[src/rtl/ghash_mult_sched.sv]
`timescale 1ns/1ps
`default_nettype none
// ============================================================================
// Module      : ghash_mult_sched
// Description : Sequences a shared external GF(2^128) multiplier/reducer
//               through the GHASH recurrence Y_i = (Y_{i-1} ^ X_i) * H.
//               Owns the accumulator, the H register, operand issue and
//               result-latency tracking; emits the final Y of a frame as tag.
// Revision    : 1.0 - initial release
// ============================================================================
module ghash_mult_sched #(
    parameter int NB_DATA     = 128,
    parameter int MUL_LATENCY = 1,
    parameter int NB_CNT      = 16
) (
    input  logic               i_clock,
    input  logic               i_reset_n,
    input  logic [NB_DATA-1:0] i_h_key,
    input  logic               i_h_load,
    input  logic [NB_DATA-1:0] i_data,
    input  logic               i_valid,
    input  logic               i_sof,
    input  logic               i_eof,
    output logic               o_ready,
    output logic [NB_DATA-1:0] o_mul_x,
    output logic [NB_DATA-1:0] o_mul_y,
    output logic               o_mul_valid,
    input  logic [NB_DATA-1:0] i_mul_z,
    output logic [NB_DATA-1:0] o_tag,
    output logic               o_tag_valid,
    output logic [NB_CNT-1:0]  o_block_cnt
);

    // The operand registers act as the first latency stage: the product is
    // sampled in the cycle in which the latency counter reaches one, so a new
    // block is accepted every MUL_LATENCY+1 cycles.
    localparam int                 c_LAT_W    = (MUL_LATENCY < 2) ? 1 : $clog2(MUL_LATENCY + 1);
    localparam logic [c_LAT_W-1:0] c_LAT_INIT = c_LAT_W'(MUL_LATENCY);
    localparam logic [c_LAT_W-1:0] c_LAT_ONE  = c_LAT_W'(1);

    typedef enum logic [1:0] {
        ST_IDLE  = 2'd0,
        ST_ISSUE = 2'd1,
        ST_WAIT  = 2'd2
    } state_t;

    state_t               r_state;
    state_t               w_state_next;
    logic                 w_xfer;
    logic                 w_sample;

    logic [NB_DATA-1:0]   r_acc;
    logic [NB_DATA-1:0]   r_h;
    logic                 r_h_loaded;
    logic                 r_eof;
    logic [c_LAT_W-1:0]   r_lat;
    logic [NB_DATA-1:0]   r_mul_x;
    logic [NB_DATA-1:0]   r_mul_y;
    logic [NB_DATA-1:0]   r_tag;
    logic                 r_tag_valid;
    logic [NB_CNT-1:0]    r_block_cnt;

    assign w_xfer      = o_ready & i_valid;
    assign o_mul_x     = r_mul_x;
    assign o_mul_y     = r_mul_y;
    assign o_tag       = r_tag;
    assign o_tag_valid = r_tag_valid;
    assign o_block_cnt = r_block_cnt;

    // State register; reset aborts any operation in flight.
    always_ff @(posedge i_clock or negedge i_reset_n) begin
        if (!i_reset_n) begin
            r_state <= ST_IDLE;
        end else begin
            r_state <= w_state_next;
        end
    end

    // Next-state decode plus the handshake / strobe / product-sample controls.
    always_comb begin
        w_state_next = r_state;
        o_ready      = 1'b0;
        o_mul_valid  = 1'b0;
        w_sample     = 1'b0;
        case (r_state)
            ST_IDLE: begin
                o_ready = r_h_loaded;
                if (i_valid && r_h_loaded) begin
                    w_state_next = ST_ISSUE;
                end
            end
            ST_ISSUE: begin
                o_mul_valid = 1'b1;
                if (r_lat == c_LAT_ONE) begin
                    w_sample     = 1'b1;
                    w_state_next = ST_IDLE;
                end else begin
                    w_state_next = ST_WAIT;
                end
            end
            ST_WAIT: begin
                if (r_lat == c_LAT_ONE) begin
                    w_sample     = 1'b1;
                    w_state_next = ST_IDLE;
                end
            end
            default: begin
                w_state_next = ST_IDLE;
            end
        endcase
    end

    // Datapath: H register, operand issue, latency count, accumulator and tag.
    always_ff @(posedge i_clock or negedge i_reset_n) begin
        if (!i_reset_n) begin
            r_acc       <= '0;
            r_h         <= '0;
            r_h_loaded  <= 1'b0;
            r_eof       <= 1'b0;
            r_lat       <= '0;
            r_mul_x     <= '0;
            r_mul_y     <= '0;
            r_tag       <= '0;
            r_tag_valid <= 1'b0;
            r_block_cnt <= '0;
        end else begin
            r_tag_valid <= 1'b0;

            // H may only change between blocks; a same-cycle transfer still
            // captures the previous H below.
            if ((r_state == ST_IDLE) && i_h_load) begin
                r_h        <= i_h_key;
                r_h_loaded <= 1'b1;
            end

            if (w_xfer) begin
                r_mul_x <= (i_sof ? {NB_DATA{1'b0}} : r_acc) ^ i_data;
                r_mul_y <= r_h;
                r_eof   <= i_eof;
                r_lat   <= c_LAT_INIT;
                if (i_sof) begin
                    r_block_cnt <= NB_CNT'(1);
                end else if (r_block_cnt != {NB_CNT{1'b1}}) begin
                    r_block_cnt <= r_block_cnt + NB_CNT'(1);
                end
            end

            if (r_state != ST_IDLE) begin
                r_lat <= r_lat - c_LAT_ONE;
            end

            // Closing a frame clears the accumulator so an unflagged next
            // block naturally starts a fresh hash.
            if (w_sample) begin
                if (r_eof) begin
                    r_tag       <= i_mul_z;
                    r_tag_valid <= 1'b1;
                    r_acc       <= '0;
                end else begin
                    r_acc       <= i_mul_z;
                end
            end
        end
    end

endmodule
`default_nettype wire

[config.mk]
export PLATFORM = sky130hd
export DESIGN_NAME = ghash_mult_sched
export DESIGN_NICKNAME = d
export VERILOG_FILES = /design/src/rtl/ghash_mult_sched.sv
export SDC_FILE = /design/constraint.sdc
export NUM_CORES = 1
export LEC_CHECK = 0
export ABC_AREA = 1
export CAP_MARGIN = 20
export CORE_AREA = 2 2 311 313
export DETAILED_ROUTE_END_ITERATION = 16
export DIE_AREA = 0 0 313 315
export PLACE_DENSITY = 0.61
export SETUP_SLACK_MARGIN = 0.4
export SLEW_MARGIN = 20
export SYNTH_ARGS = -nofsm -noshare
export SYNTH_HDL_FRONTEND = slang
export SYNTH_SLANG_ARGS = --single-unit
[constraint.sdc]
create_clock -name i_clock -period 1.95 [get_ports i_clock]
set_input_delay 0.4875 -clock i_clock [delete_from_list [all_inputs] [get_ports i_clock]]
set_output_delay 0.4875 -clock i_clock [all_outputs]
set_load 0.02 [all_outputs]
After elaboration in Yosys (flattened, before gate mapping). Cells that the tools add are included.

Register bits: 662. Bits in latches: 0. Bits in writable memories: 0. Bits in read-only memories: 0. Memories kept: 0.

Add/sub/neg operators: 2. Multipliers: 0. Div/mod/pow operators: 0. Order comparisons: 0. Equal/unequal tests: 5. Shift-type cells: 0. Muxes and demuxes: 16. Bitwise gates (word level): 2. Reductions and logical operators: 10.

Operators by type and width (number): $mux W128 (2); $xor A128 B128 Y128 (1); $mux W16 (2); $add A16 B1 Y16 const B (1); $ne A16 B16 Y1 const B (1); $mux W1 (8); $mux W2 (3); $pmux W2 S3 (1); $reduce_and A2 Y1 (3); $reduce_bool A2 Y1 (3); $ne A2 B2 Y1 const B (2); $eq A2 B1 Y1 const B (1); $eq A2 B2 Y1 const B (1); $logic_and A1 B1 Y1 (2); $logic_not A2 Y1 (1); $reduce_or A2 Y1 (1); $and A1 B1 Y1 (1); $sub A1 B1 Y1 const B (1).

Depth between registers and ports, before layout. Gate-level depths: netlist of run 1.

Depth in word-level cells: 5. Gate-level depth with buffers: 11. Mapped depth without buffers: 10.

Worst setup path after synthesis of run 1. Ideal clock, no wire load.

Kind: reg-to-reg. Start point: register r_state[0]. End point: register r_tag[118] (netlist: o_tag[118]). Setup time: 0.125 ns. Data arrival time: 1.597 ns. Data required time: 1.825 ns. Slack: 0.228 ns. Stages on the path, launching flop included: 8. Cells stage by stage: dfrtp_1 -> inv_1 -> ha_1 -> nand2_1 -> nor2_1 -> buf_2 -> buf_4 -> mux2_2.

Cells in the longest elaborated chain, start to end: 4. Elaborated cells between the ends (all ways): 5.

RTL lines: from (decl) (line 47) `state_t r_state;`; from (signal assigned) (line 75) `r_state <= w_state_next;`; $eq A2 B2 Y1 or $eq A2 B1 Y1 (tied branches) (line 85) `case (r_state)`; $reduce_or A2 Y1 (no line) (*); $mux W1 (*); $reduce_and A2 Y1 (no line) (*); to (signal assigned) (line 156) `r_tag <= i_mul_z;`; to (decl) (line 59) `logic [NB_DATA-1:0] r_tag;`.

Every way passes the cells marked *; elsewhere a longest branch is shown, timed or not. A chain may end at the register's enable or synchronous reset.

Worst setup path in the final report of run 1.
Start point: register r_state[0]. End point: output port o_ready.

Cells in the longest elaborated chain, start to end: 2.

RTL lines: $logic_not A2 Y1 (line 85); $mux W1 (line 85); to (decl) (line 24) `output logic o_ready,`.

Every way passes these cells.

==> key figures, run 1 <==
Global route
  • Via count of the first global-routing pass: 21346
  • Maximum number of pins on one net before global-route repair: 85
  • Wire length of the first global-routing pass: roughly 130 mm
  • Layer with the highest usage after global routing: met2
  • Met3 capacity usage during global routing: 5.30%
  • GRT Util Overall: about 18%
  • GRT met2 Usage: 29.2%
  • Total global routing overflow: 0
  • Fraction of met1 tracks used by global routing: 22.2%
  • Initial antenna violation count: 20

Clock tree
  • TritonCTS clock tree: built
  • Number of levels in the clock H-tree: 3
  • Clock sink count: 662
  • Clock network latency to the later pin of the worst-skew pair: 640 ps
  • Maximum root-to-sink buffer count: 3
  • Clock Pin Slew Worst Setup and Hold Paths: around 60 ps
  • Inserted Clock Buffers: 77
  • Buffer type at the clock tree root: sky130_fd_sc_hd__clkbuf_16

Run status
  • Violated checks: negative setup slack
  • Outcome: finished with violations

Detailed routing
  • First-pass iteration count of the detailed router: 5
  • Wirelength per Cell: 19.4 µm
  • DRC viols: 0
  • Number of nets still failing antenna checks after routing: 0
  • Detailed Route WL: 95.9 mm
  • Detail-routed via count per cell: 4.43
  • Via Count: around 22000
  • Number of violations reported at the end of detailed-routing iteration 0: roughly 1600

Placement
  • Post-Place Worst Slack: -31.6 ps
  • Total instance count after detailed placement: 4663
  • Placed Instance Area: 36800 µm²
  • Routability Congestion: 0.852
  • Post-DP HPWL: 68.0 mm
  • I/O Buffers: 792

Setup path
  • Critical path cell sequence: inv_2 -> ha_4 -> nand2_2 -> inv_2 -> buf_6
  • Worst path required time: approximately 1500 ps
  • Most common cell on crit path: sky130_fd_sc_hd__inv_2
  • Peak per-stage delay on the critical path: 400 ps
  • End of the worst register-to-register path: o_tag[0]
  • Number of cells traversed by the worst register-to-register path: 9
  • Startpoint of the lowest-slack register-to-register path: r_state[0]
  • Critical Path AT: 1460 ps
  • Kind of end point of the critical path: output pin
  • Critical path class: flop to output pin
  • Cell at the slowest stage of the critical path: sky130_fd_sc_hd__dfrtp_1
  • Startpoint Class: flop
  • Critical Path Fanout Max: 2
  • Crit path launch: r_state[0]
  • Reg2reg setup slack: 80 ps

STA
  • Achievable Freq: 0.512 GHz
  • Post-Route Setup TNS: -2.43 ps
  • Final worst-path cycle share: 100%
  • Number of pins exceeding their max-slew limit in the final report: 0
  • Final hold viol count: 0
  • Worst-margin pin slew: 450 ps
  • Total setup violations reported at the end of the flow: 1
  • Final worst setup slack: -2.43 ps
  • Clock Skews: between 20 and 30 ps
  • Minimum period implied by the final worst setup slack: 1950 ps
  • Relative max-transition margin: a little over two thirds
  • Setup repair after global routing missed its margin: yes

Synth
  • Number of distinct library cells after synthesis: 28
  • Post-synthesis sequential area ratio: 62.4%
  • Post-synthesis register bit count: 662
  • Area contributors post-synth: sky130_fd_sc_hd__dfrtp_1 62%, sky130_fd_sc_hd__nand2_1 9.9%, sky130_fd_sc_hd__o21ai_0 7.4%
  • Synth Warn #: 0
  • Area of the mapped netlist: about 27000 µm²
  • Area share of the largest cell type after synthesis: a little over three fifths
  • Largest area contributor in the synthesized netlist: sky130_fd_sc_hd__dfrtp_1
  • Mean Syn Cell Area: 10.1 µm²
  • Synthesized Nets: 3029
  • Synth Instances: between 2000 and 3000

Final layout
  • Non-Filler Instances: 4948
  • Area growth syn-to-layout: 57.0%
  • Final #Nets: 3989
  • Post-Layout Inst Area: 41700 µm²
  • Most frequent cells in the layout: 696 x sky130_fd_sc_hd__nand2_1, 649 x sky130_fd_sc_hd__dfrtp_1, 394 x sky130_fd_sc_hd__o21ai_0
  • Fraction of final layout cells with drive strength greater than 1: a little under a quarter
  • Filler instances: around 9100
  • Most frequent standard cell in the layout excluding fill and tap cells: sky130_fd_sc_hd__nand2_1

Die
  • Die Span X: approximately 310 µm
  • Standard cell core area: 95700 µm²
  • Number of core rows: 114
  • Starting utilization of the core area: 27.7%
  • Die Outline Area: 98600 µm²
  • Ports placed on the boundary: 793
  • Die height: approximately 320 µm

Power
  • Share of power burned in the clock network: 20.8%
  • Worst vdd rail ir drop: around 950 µV
  • Power dissipated by switching net loads: 28.1 mW
  • Sequential share of power: approximately 33%
  • Leakage power figure: 19.6 nW
  • Switching power share of the total: 37.8%
  • Logic pwr share: 46.4%
  • Cell-internal power: 46.2 mW
  • Power per cell area: 1780 nW/µm²

Run
  • Max-cap violation count: 0

Hold path
  • Type of the worst min-delay path: input port to asynchronous set/reset pin
power groups by stage:
stage,clock network [mW],logic (mW),registers (mW)
3_5_place_dp,0,30.7,23.9
6_report,15.4,34.5,24.4
4_1_cts,15.9,29.7,23.9
2_1_floorplan,0,11.3,28.2
5_1_grt,16.4,37.2,25.1
3_3_place_gp,0,30.4,23.8
worst max-delay path, delay by kind of cell (launching register included):
family | cells | cell delay, ps
simple gates | 1 | 40
fa+ha+maj | 1 | 130
flops | 1 | 400
buf+inv | 3 | 260
layout make-up:
class	count	area, µm²	area share [%]
Clock inverter	24	389	0.933
Clock buffer	117	2320	5.57
Antenna cell	15	37.5	0.0900
Sequential cell	662	16600	39.8
Timing Repair Buffer	1038	11000	26.3
Inverter	145	552	1.32
Tap cell	1276	1600	3.83
Multi-Input combinational cell	1671	9250	22.2
logic make-up (layout without fill, tap and decap cells):
| logic type | count (synthesis) | count (layout) | synth area share [%] |
|---|---|---|---|
| buffers and inverters | 302 | 1324 | 4.76 |
| AO/OA/AOI/OAI | 533 | 533 | 10.1 |
| adder cells (fa/ha/maj) | 4 | 4 | 0.189 |
| flip-flops | 662 | 662 | 62.4 |
| XOR/XNOR | 131 | 131 | 4.32 |
| multiplexers | 128 | 128 | 5.43 |
| other | 0 | 15 | 0 |
| AND/OR/NAND/NOR | 875 | 875 | 12.8 |
stage by stage:
| stage | utilization [%] | hold slack [ps] | total power, mW |
|---|---|---|---|
| 2_1_floorplan | - | 192 | 39.5 |
| 4_1_cts | 41.5 | 262 | 69.5 |
| 6_report | 43.6 | 319 | 74.4 |
| 3_5_place_dp | 38.5 | 373 | 54.7 |
| 3_3_place_gp | 38.5 | 374 | 54.2 |
| 5_1_grt | 43.6 | 307 | 78.7 |
synth_stat cells:
library cell,n
sky130_fd_sc_hd__inv_2,3
sky130_fd_sc_hd__ha_1,4
sky130_fd_sc_hd__inv_1,142
sky130_fd_sc_hd__o21bai_1,2
sky130_fd_sc_hd__nand4_1,2
sky130_fd_sc_hd__o21ai_2,3
sky130_fd_sc_hd__nand2_8,1
sky130_fd_sc_hd__o211ai_1,1
sky130_fd_sc_hd__buf_1,1
sky130_fd_sc_hd__clkbuf_1,87
sky130_fd_sc_hd__buf_4,13
sky130_fd_sc_hd__nand3_1,19
sky130_fd_sc_hd__o21ai_1,4
sky130_fd_sc_hd__nand2_4,2
sky130_fd_sc_hd__xor2_1,131
sky130_fd_sc_hd__buf_8,1
sky130_fd_sc_hd__a21oi_1,128
sky130_fd_sc_hd__dfrtp_1,662
sky130_fd_sc_hd__nor3_1,2
sky130_fd_sc_hd__nor2_4,2
sky130_fd_sc_hd__nor2_1,141
sky130_fd_sc_hd__nand2_1,700
sky130_fd_sc_hd__or2_2,4
sky130_fd_sc_hd__nor2_8,1
sky130_fd_sc_hd__nor2_2,1
sky130_fd_sc_hd__o21ai_0,395
sky130_fd_sc_hd__buf_2,55
sky130_fd_sc_hd__mux2_2,128
worst max path at each step:
stage                             end  slack (ps)  cells after the start
after floorplan            o_tag[100]         350                      7
after global placement    o_mul_x[61]          10                      7
after detailed placement  o_mul_x[59]         -30                      7
after CTS                     o_ready         -90                      5
after global routing          o_ready        -120                      5
final                         o_ready          -2                      5
state kept, by name, summed over array words and instances (netlist names), 2 cells and up:
signal and cells:
r_acc 128, o_tag 128, o_mul_x 128, o_mul_y 128
r_state 2, r_h 128, o_block_cnt 16
layer usage:
| metal | part of all wire (%) | up-vias |
|---|---|---|
| met1 | 41 | 10603 |
| met2 | 48 | 757 |
| met5 | 0.059 | - |
| met3 | 7.1 | 176 |
| li1 | - | 10391 |
| met4 | 3.7 | 8 |
what timing repair did:
| item | 4_1_cts | 5_1_grt |
|---|---|---|
| resized for setup | 1210 | 964 |
| hold buffers | 1 | 0 |
| buffers inserted | 38 | 71 |
| setup endpoints to repair | 759 | 1014 |
| cloned | 0 | 19 |
| pin swaps | 1 | 1 |
| hold endpoints to repair | 36 | 0 |
Power figures use the tool's default switching activity.
==> inputs of run 2 (changes only) <==
--- a/config.mk
+++ b/config.mk
@@ -10,9 +10,11 @@
 export CORE_AREA = 2 2 311 313
 export DETAILED_ROUTE_END_ITERATION = 16
 export DIE_AREA = 0 0 313 315
+export HOLD_SLACK_MARGIN = 0.15
 export PLACE_DENSITY = 0.61
 export SETUP_SLACK_MARGIN = 0.4
 export SLEW_MARGIN = 20
 export SYNTH_ARGS = -nofsm -noshare
 export SYNTH_HDL_FRONTEND = slang
 export SYNTH_SLANG_ARGS = --single-unit
+export TNS_END_PERCENT = 100
==> constraint.sdc (replaced) <==
create_clock -name i_clock -period 1.8 [get_ports i_clock]
set_input_delay 0.45 -clock i_clock [delete_from_list [all_inputs] [get_ports i_clock]]
set_output_delay 0.45 -clock i_clock [all_outputs]
set_load 0.02 [all_outputs]
==> run 2 against run 1 <==
Compared with the run above:
- the flow still finishes with violations (negative setup slack)
- largest power group unchanged
- first-iteration DRC count decreased by 6.2%
- non-clock buffer count increased by 138
- critical endpoint unchanged
- clock power grew 6%
==> key figures, run 2 (synthesis gave the netlist of run 1 again) <==
Run status
  • Outcome: finished with violations
  • Violated checks: negative setup slack

Global route
  • Via count of the first global-routing pass: 22882 (+7.2%)
  • Total global routing overflow: 0 (unchanged)
  • Maximum number of pins on one net before global-route repair: 89 (+4.7%)
  • GRT Util Overall: 19.4% (+1.4 points)
  • Wire length of the first global-routing pass: 145 mm (+8.1%)
  • Initial antenna violation count: 11 (-45%)

Placement
  • Post-DP HPWL: 67.3 mm (-0.91%)
  • Routability Congestion: 0.858 (+0.80%)
  • Total instance count after detailed placement: 4696 (+0.71%)
  • I/O Buffers: 792 (unchanged)

Clock tree
  • Number of levels in the clock H-tree: 3 (unchanged)
  • Maximum root-to-sink buffer count: 3 (unchanged)
  • Clock network latency to the later pin of the worst-skew pair: 650 ps (about the same)
  • Buffer type at the clock tree root: sky130_fd_sc_hd__clkbuf_16
  • Inserted Clock Buffers: 77 (unchanged)
  • TritonCTS clock tree: built
  • Clock Pin Slew Worst Setup and Hold Paths: 70 ps (about the same)
  • Clock sink count: 662 (unchanged)

Die
  • Die height: 315 µm (unchanged)
  • Standard cell core area: 95700 µm² (unchanged)
  • Number of core rows: 114 (unchanged)
  • Starting utilization of the core area: 27.7% (unchanged)
  • Die Outline Area: 98600 µm² (unchanged)
  • Ports placed on the boundary: 793 (unchanged)
  • Die Span X: 313 µm (unchanged)

Detailed routing
  • DRC viols: 0 (unchanged)
  • First-pass iteration count of the detailed router: 5 (unchanged)
  • Number of nets still failing antenna checks after routing: 0 (unchanged)
  • Number of violations reported at the end of detailed-routing iteration 0: 1526 (-6.2%)
  • Detail-routed via count per cell: 4.61 (+3.9%)
  • Wirelength per Cell: 21.3 µm (+9.8%)
  • Via Count: 23402 (+6.7%)
  • Detailed Route WL: 108 mm (+13%)

Setup path
  • Startpoint Class: flop
  • Worst path required time: 1350 ps (-110 ps)
  • Critical Path Fanout Max: 2 (unchanged)
  • Critical Path AT: 1510 ps (+50 ps)
  • Startpoint of the lowest-slack register-to-register path: r_state[0]
  • Reg2reg setup slack: -100 ps (-180 ps)
  • Cell at the slowest stage of the critical path: sky130_fd_sc_hd__dfrtp_1
  • Critical path cell sequence: inv_2 -> ha_4 -> nand2_4 -> inv_4 -> buf_6
  • Kind of end point of the critical path: output pin
  • Number of cells traversed by the worst register-to-register path: 12 (+3)
  • Peak per-stage delay on the critical path: 380 ps (-20 ps)
  • End of the worst register-to-register path: o_mul_x[98]
  • Critical path class: flop to output pin

STA
  • Relative max-transition margin: 66.2% (-3.9 points)
  • Final hold viol count: 0 (unchanged)
  • Total setup violations reported at the end of the flow: 242 (+241)
  • Minimum period implied by the final worst setup slack: 1960 ps
  • Number of pins exceeding their max-slew limit in the final report: 0 (unchanged)
  • Worst-margin pin slew: 508 ps (+58.1 ps)
  • Post-Route Setup TNS: -9150 ps (-9140 ps)
  • Achievable Freq: slightly above 0.5 GHz
  • Setup repair after global routing missed its margin: yes
  • Clock Skews: 30.1 ps (+4.25 ps)
  • Final worst-path cycle share: 109%
  • Final worst setup slack: -162 ps (-159 ps)
  • Hold WS: 264 ps (-55.1 ps)

Power
  • Power per cell area: 2070 nW/µm² (+16%)
  • Overall power: 95.9 mW (+29%)
  • Leakage power figure: 21.7 nW (+11%)
  • Worst vdd rail ir drop: 1190 µV (+25%)

Final layout
  • Final #Nets: 4130 (+3.5%)
  • Most frequent cells in the layout: 650 x sky130_fd_sc_hd__dfrtp_1, 495 x sky130_fd_sc_hd__nand2_1, 427 x sky130_fd_sc_hd__buf_6
  • Non-Filler Instances: 5080 (+2.7%)
  • Area growth syn-to-layout: 74.8%
  • Most frequent standard cell in the layout excluding fill and tap cells: sky130_fd_sc_hd__dfrtp_1
  • Fraction of final layout cells with drive strength greater than 1: 37.5% (+14 points)

Run
  • Max-cap violation count: 0 (unchanged)

Hold path
  • Type of the worst min-delay path: input port to asynchronous set/reset pin
==> run 2: per-layer routing <==
metal / part of all wire [%] / track usage [%]
met5: 0.064 / 0
met4: 3.5 / 7.42
met3: 6.2 / 4.78
met2: 49 / 31.9
met1: 42 / 24.6
==> run 2: report_power, final <==
group	internal (mW)	leakage, nW	switching (mW)
sequential	22.1	7.95	5.34
combinational	26.9	12.5	25.3
clock	9.58	1.27	6.69
total	58.6	21.7	37.3
==> run 2: metrics by stage <==
stage          utilization [%]  setup slack (ps)  instance area (µm²)
2_1_floorplan                -               204                27100
6_report                  48.5              -162                46400
4_1_cts                   45.3              -228                43300
3_3_place_gp              38.8              -115                37100
5_1_grt                   48.5              -230                46400
3_5_place_dp              38.8              -122                37100
==> run 2: area by class of cell <==
type                            instances  area (µm²)
Tap cell                             1276        1600
Multi-Input combinational cell       1674       11000
Clock inverter                         30         410
Timing Repair Buffer                 1176       14100
Sequential cell                       662       16600
Fill cell                            8411       49300
Inverter                              145         578
Antenna cell                            5        12.5
Clock buffer                          112        2200
==> run 2: timing repair <==
action / 4_1_cts / 5_1_grt
endpoints found under the hold margin: 336 / 0
setup endpoints to repair: 1062 / 1065
gates resized for setup: 2909 / 483
setup buffers: 128 / 19
pin swaps: 40 / 78
gates cloned: 36 / 53
hold buffers: 1 / 0
==> run 2: worst max path at each step <==
| stage | start | endpoint | slack (ps) |
|---|---|---|---|
| final | r_state[0] | o_ready | -160 |
| after global placement | i_sof | o_mul_x[114] | -120 |
| after CTS | r_state[1] | o_mul_valid | -230 |
| after floorplan | r_state[0] | o_tag[100] | 200 |
| after global routing | r_state[1] | o_mul_valid | -230 |
| after detailed placement | i_sof | o_block_cnt[5] | -120 |
==> run 2: critical path: cells and delay by family, from the launching register on <==
family | cells | cell delay (ps)
flops | 1 | 380
buf+inv | 3 | 280
fa+ha+maj | 1 | 160
simple gates | 1 | 50
